### src/rtl/pipe_hazard_ctrl.sv
// pipe_hazard_ctrl
//   Central stall/bubble sequencer for a 5-stage (F/D/E/M/W) pipeline. It drives
//   the pc register control (regF_*) and the D/E/M/W pipe-register controls.
//   After reset it runs a boot hold that keeps every bubble asserted, which pins pc
//   at its reset vector and drains the pipe. In RUN it resolves hazards with a fixed
//   priority: dmem wait, MDU occupancy, jump flush, load-use, imem wait.
// Ports
//   clk, rst                  clock (rising edge), synchronous active-high reset
//   decode_i_rs1/rs2(_ren)    source registers read by the instruction in D
//   execute_i_rd/is_load      destination and load flag of the instruction in E
//   execute_i_need_jump       E resolved a mispredicted branch/jump
//   execute_i_mdu_start       E holds a mul/div (level)
//   fetch_i_imem_ready        fetch data valid this cycle
//   memory_i_dmem_busy        M access not complete this cycle
//   regX_stall/regX_bubble    pipe-register controls (combinational)
//   stall_cycles              count of RUN cycles with regF_stall=1
module pipe_hazard_ctrl #(
  parameter int unsigned BOOT_CYCLES = 4,
  parameter int unsigned MDU_LAT     = 4,
  parameter int unsigned CNT_W       = 32
) (
  input  logic             clk,
  input  logic             rst,
  input  logic [4:0]       decode_i_rs1,
  input  logic [4:0]       decode_i_rs2,
  input  logic             decode_i_rs1_ren,
  input  logic             decode_i_rs2_ren,
  input  logic [4:0]       execute_i_rd,
  input  logic             execute_i_is_load,
  input  logic             execute_i_need_jump,
  input  logic             execute_i_mdu_start,
  input  logic             fetch_i_imem_ready,
  input  logic             memory_i_dmem_busy,
  output logic             regF_stall,
  output logic             regF_bubble,
  output logic             regD_stall,
  output logic             regD_bubble,
  output logic             regE_stall,
  output logic             regE_bubble,
  output logic             regM_stall,
  output logic             regM_bubble,
  output logic             regW_bubble,
  output logic [CNT_W-1:0] stall_cycles
);

  localparam int unsigned BOOT_W = (BOOT_CYCLES < 2) ? 1 : $clog2(BOOT_CYCLES);
  localparam int unsigned MDU_W  = ($clog2(MDU_LAT) < 2) ? 2 : $clog2(MDU_LAT);

  localparam logic [0:0] ST_BOOT = 1'b0;
  localparam logic [0:0] ST_RUN  = 1'b1;

  logic [0:0]       state,        state_nxt;
  logic [BOOT_W-1:0] boot_cnt,    boot_cnt_nxt;
  logic [MDU_W-1:0] mdu_cnt,      mdu_cnt_nxt;
  logic [CNT_W-1:0] stall_cnt_nxt;

  logic mdu_hold;
  logic load_use;

  // A mul/div holds E on its first cycle and while more than one cycle remains.
  assign mdu_hold = ((mdu_cnt == '0) && execute_i_mdu_start) || (mdu_cnt > MDU_W'(1));

  // Load in E whose (non-x0) destination feeds an enabled source of D.
  assign load_use = execute_i_is_load && (execute_i_rd != 5'd0) &&
                    ((decode_i_rs1_ren && (decode_i_rs1 == execute_i_rd)) ||
                     (decode_i_rs2_ren && (decode_i_rs2 == execute_i_rd)));

  // State, boot/MDU counters and perf counter.
  always_ff @(posedge clk) begin
    if (rst) begin
      state        <= ST_BOOT;
      boot_cnt     <= BOOT_W'(BOOT_CYCLES - 1);
      mdu_cnt      <= '0;
      stall_cycles <= '0;
    end else begin
      state        <= state_nxt;
      boot_cnt     <= boot_cnt_nxt;
      mdu_cnt      <= mdu_cnt_nxt;
      stall_cycles <= stall_cnt_nxt;
    end
  end

  // Next state and pipe controls.
  always_comb begin
    state_nxt     = state;
    boot_cnt_nxt  = boot_cnt;
    mdu_cnt_nxt   = mdu_cnt;
    stall_cnt_nxt = stall_cycles;
    regF_stall    = 1'b0;
    regF_bubble   = 1'b0;
    regD_stall    = 1'b0;
    regD_bubble   = 1'b0;
    regE_stall    = 1'b0;
    regE_bubble   = 1'b0;
    regM_stall    = 1'b0;
    regM_bubble   = 1'b0;
    regW_bubble   = 1'b0;

    if (rst || (state == ST_BOOT)) begin
      regF_bubble = 1'b1;
      regD_bubble = 1'b1;
      regE_bubble = 1'b1;
      regM_bubble = 1'b1;
      regW_bubble = 1'b1;
    end

    if (state == ST_BOOT) begin
      mdu_cnt_nxt = '0;
      if (boot_cnt == '0) begin
        state_nxt = ST_RUN;
      end else begin
        boot_cnt_nxt = boot_cnt - BOOT_W'(1);
      end
    end else if (!rst) begin
      if (memory_i_dmem_busy) begin
        regF_stall  = 1'b1;
        regD_stall  = 1'b1;
        regE_stall  = 1'b1;
        regM_stall  = 1'b1;
        regW_bubble = 1'b1;
      end else if (mdu_hold) begin
        regF_stall  = 1'b1;
        regD_stall  = 1'b1;
        regE_stall  = 1'b1;
        regM_bubble = 1'b1;
      end else if (execute_i_need_jump) begin
        // pc is left free so it captures the jump target.
        regD_bubble = 1'b1;
        regE_bubble = 1'b1;
      end else if (load_use) begin
        regF_stall  = 1'b1;
        regD_stall  = 1'b1;
        regE_bubble = 1'b1;
      end else if (!fetch_i_imem_ready) begin
        regF_stall  = 1'b1;
        regD_bubble = 1'b1;
      end

      // MDU occupancy freezes while M stalls the whole pipe.
      if (!memory_i_dmem_busy) begin
        if ((mdu_cnt == '0) && execute_i_mdu_start) begin
          mdu_cnt_nxt = MDU_W'(MDU_LAT - 1);
        end else if (mdu_cnt != '0) begin
          mdu_cnt_nxt = mdu_cnt - MDU_W'(1);
        end
      end

      if (regF_stall) begin
        stall_cnt_nxt = stall_cycles + CNT_W'(1);
      end
    end
  end

endmodule

### config.mk
export PLATFORM = sky130hd
export DESIGN_NAME = pipe_hazard_ctrl
export DESIGN_NICKNAME = d
export VERILOG_FILES = /design/src/rtl/pipe_hazard_ctrl.sv
export SDC_FILE = /design/constraint.sdc
export NUM_CORES = 1
export LEC_CHECK = 0
export CAP_MARGIN = 10
export CORE_MARGIN = 8
export CORE_UTILIZATION = 51
export CTS_CLUSTER_DIAMETER = 80
export DETAILED_ROUTE_END_ITERATION = 8
export PLACE_DENSITY = 0.89
export RECOVER_POWER = 50
export SLEW_MARGIN = 20
export SYNTH_ARGS = -nofsm -noshare
export SYNTH_HDL_FRONTEND = slang
export SYNTH_SLANG_ARGS = --single-unit
### constraint.sdc
create_clock -name clk -period 4 [get_ports clk]
set_input_delay 0.8 -clock clk [delete_from_list [all_inputs] [get_ports clk]]
set_output_delay 0.8 -clock clk [all_outputs]
set_load 0.03 [all_outputs]
==> results by group <==
Yosys
  – Yosys reg bits: 37
  – Number of flops mapped to enable cells by yosys: 0
  – Post-Syn Instances: 258
  – Synth warn: 0
  – Synth cell types: 44
  – Synth Flop Type: dfxtp_1
  – Avg Synthesized Cell Area: about 8.3 sq um
  – Mapped Nets: between 200 and 300
  – Area contributors post-synth: dfxtp_1 35%, a21oi_1 7.2%, or4_1 5.6%
  – Post-Syn Area: about 2100 sq um
  – Post-synth top area cell: dfxtp_1
  – Synth top area share: between 30% and 40%
  – Post-synth ARST share: 0%
  – Sequential area share after synthesis: between 30% and 40%

Critical path
  – CP most frequent cell: clkdlybuf4s50_1
  – Critical path cell sequence: clkdlybuf4s50_1 -> or4_1 -> o21a_1 -> a21oi_1 -> o21ai_0 -> nand2_1 -> clkdlybuf4s50_1
  – Critical Path Start: execute_i_rd[1]
  – Slowest stage delay, CP: 0.67 ns
  – Worst Path Arrival: roughly 3.0 ns
  – Worst setup EP type: output port
  – Max FO, Critical Path: 5
  – Worst Setup Path Type: primary input to output port
  – Critical-path top delay cell: clkdlybuf4s50_1
  – Worst reg2reg path startpoint: mdu_cnt[0]
  – Startpoint types: primary input
  – Worst Path Required: roughly 3.2 ns

Power and ir drop
  – Switching pwr: 239 uW
  – Gate power share: between 10% and 20%
  – Pint: 609 uW
  – Total leakage power: 1.06 nW
  – Net Sw Frac: between 20% and 30%
  – Sequential share of power: between 40 and 50%
  – P per Cell Area: between 200 and 300 nW/um^2
  – Peak VDD IR: 241 uV
  – Clock network fraction of total power: 35.5%

Final layout
  – Finished Layout Cells: 370
  – Diode count: 0
  – Post-route design area: ~2900 sq um
  – Layout cells sized above 1: approximately 8%
  – Final net count: between 300 and 400
  – Syn-to-layout area delta: 33.3%

Place
  – # port buffers: 64
  – DP HPWL: about 4000 um
  – GPL Wtd Cong: 0.748
  – Post-place instance area: between 2000 and 3000 sq um
  – Post-place setup slack: roughly 0.18 ns
  – Placed Cells incl. Taps: about 360

Clock network
  – CTS tree: yes
  – CTS max path bufs: 2
  – Clock transition at path regs: about 0.08 ns
  – Clk sink count: 37
  – CTS root buffer: clkbuf_8
  – CTS Buf Count: 5
  – Post-CTS setup buffers: 0
  – Hold buffer count at CTS: 0
  – Clock Latency Late Sink: 0.30 ns
  – Cts repair resizes: 0
  – CTS H-Tree Depth: 2

Timing
  – Slew Viols, Final: 0
  – Final setup violation count: 0
  – Max Freq: around 0.26 GHz
  – RSZ-0062 raised after global routing: false
  – Final min period: 3.82 ns
  – Worst hold margin: 0.475 ns
  – Final worst setup slack: between 0.15 and 0.2 ns
  – Worst Skew: 0.0150 ns
  – Setup TNS: 0 ns
  – Slew margin rel.: 17.0%
  – Hold Violations, Final: 0
  – Final cycle utilization of the critical path: 95.5%
  – Worst slew pin tran: roughly 1.2 ns

GRT
  – Initial antenna violation count: 0
  – GR Overflow Total: 0
  – Wire length of the first global-routing pass: 9110 um
  – Vias in the first global route: around 2,100
  – Largest net degree at the start of global routing: 36
  – Overall routing resource usage: 17.1%

Die
  – CORE AREA: 4030 sq um
  – Core Rows: 23
  – Initial core utilization: between 50% and 60%
  – Die extent in x: ~81 um
  – Vert. Die Dim: 80.8 um
  – Die ar.: approximately 6500 sq um
  – # IOs: 65

Detailed routing
  – Routed WL: between 5000 and 6000 um
  – Drt wl/cell: about 15 um
  – Routed Antenna Nets: 0
  – Via count: ~2,200
  – DR iter-0 viols: ~110
  – First-pass detailed-route iteration total: 4
  – Routed vias/inst: about 5.8
  – DRC Markers: 0

Hold path
  – HP Class: flip-flop to flip-flop
  – Worst Hold Launch: stall_cycles[31]

Outcome
  – Status: completed

Run
  – Max cap viols: 0
## cells by family (layout without fill, tap and decap cells)
kind of cell / after synthesis / count (layout) / share of synthesized area, %
xor+xnor: 13 / 13 / 5.31
compound gates: 73 / 73 / 21.4
simple gates: 102 / 102 / 28.6
buf+inv: 28 / 90 / 7.35
mux: 1 / 1 / 0.467
flops: 37 / 37 / 34.6
fa+ha+maj: 4 / 4 / 2.34
## stage by stage
stage | util [%] | power (mW)
floorplan | - | 0.503
global placement | 68.5 | 0.553
detailed placement | 68.5 | 0.558
CTS | 71.1 | 0.853
global route | 70.9 | 0.884
finish | 70.9 | 0.847
## per-layer routing
metal / vias up / routed length [um] / track usage (%)
met5: - / 0 / 0
li1: 1075 / - / -
met3: 5 / 350 / 5.96
met1: 1013 / 2240 / 17.6
met2: 62 / 2760 / 31.0
met4: 0 / 63 / 6.96
## cells in the mapped netlist (2+ instances only)
library cell and n:
buf_4 4, a211oi_1 2, xnor2_1 11, and3_1 5
a21oi_1 31, ha_1 4, and4_1 2, o31ai_1 14
or4b_1 2, buf_6 4, clkbuf_1 3, nand3_1 7
nand2_1 23, nor2_1 16, o21ai_1 9, inv_1 14
dfxtp_1 37, o21ai_0 8, xor2_1 2, or4_1 16
and2_1 3, or3_1 12, nand4_1 8
## critical path, delay by kind of cell
family,cells,cell delay [ns]
AND/OR/NAND/NOR,2,0.60
AO/OA/AOI/OAI,3,0.49
buffers and inverters,2,1.13
## cell usage in the layout, fill, tap and decap left out, drive strengths merged, types with 6 or more instances in the layout
cell,count
nor2,16
dlygate4sd3,33
nand3,8
and3,6
inv,16
a21oi,31
o31ai,14
dfxtp,37
clkdlybuf4s50,28
or4,16
clkbuf,9
nand2,23
o21ai,17
or3,13
nand4,9
xnor2,11
## flip-flops by register name, indices dropped and copies added, names as in the netlist
signal / flops
stall_cycles: 32
mdu_cnt: 2
boot_cnt: 2
state: 1
## power by group through the flow
stage / Sequential [mW] / Combinational [mW] / Clock (mW)
floorplan: 0.401 / 0.102 / 0
global placement: 0.399 / 0.154 / 0
detailed placement: 0.399 / 0.159 / 0
CTS: 0.391 / 0.160 / 0.303
global route: 0.394 / 0.171 / 0.320
finish: 0.391 / 0.156 / 0.301
## path summary, 6_finish.rpt
kind              depth (start not counted)  slack, ns          endpoint
setup / recovery                          7       0.18       regD_bubble
hold / removal                            2       0.47  stall_cycles[31]
setup reg to reg                          8       1.30  stall_cycles[10]
hold reg to reg                           2       0.47  stall_cycles[31]
## final cells by class
class | count | area [sq um]
multi-input combinational | 193 | 1240
fill | 344 | 1170
sequential | 37 | 741
timing repair buffer | 67 | 648
clock buffer | 7 | 96.3
tap | 50 | 62.6
inverter | 15 | 56.3
clock inverter | 1 | 8.76
No activity file was read; power rests on OpenSTA's default activity.
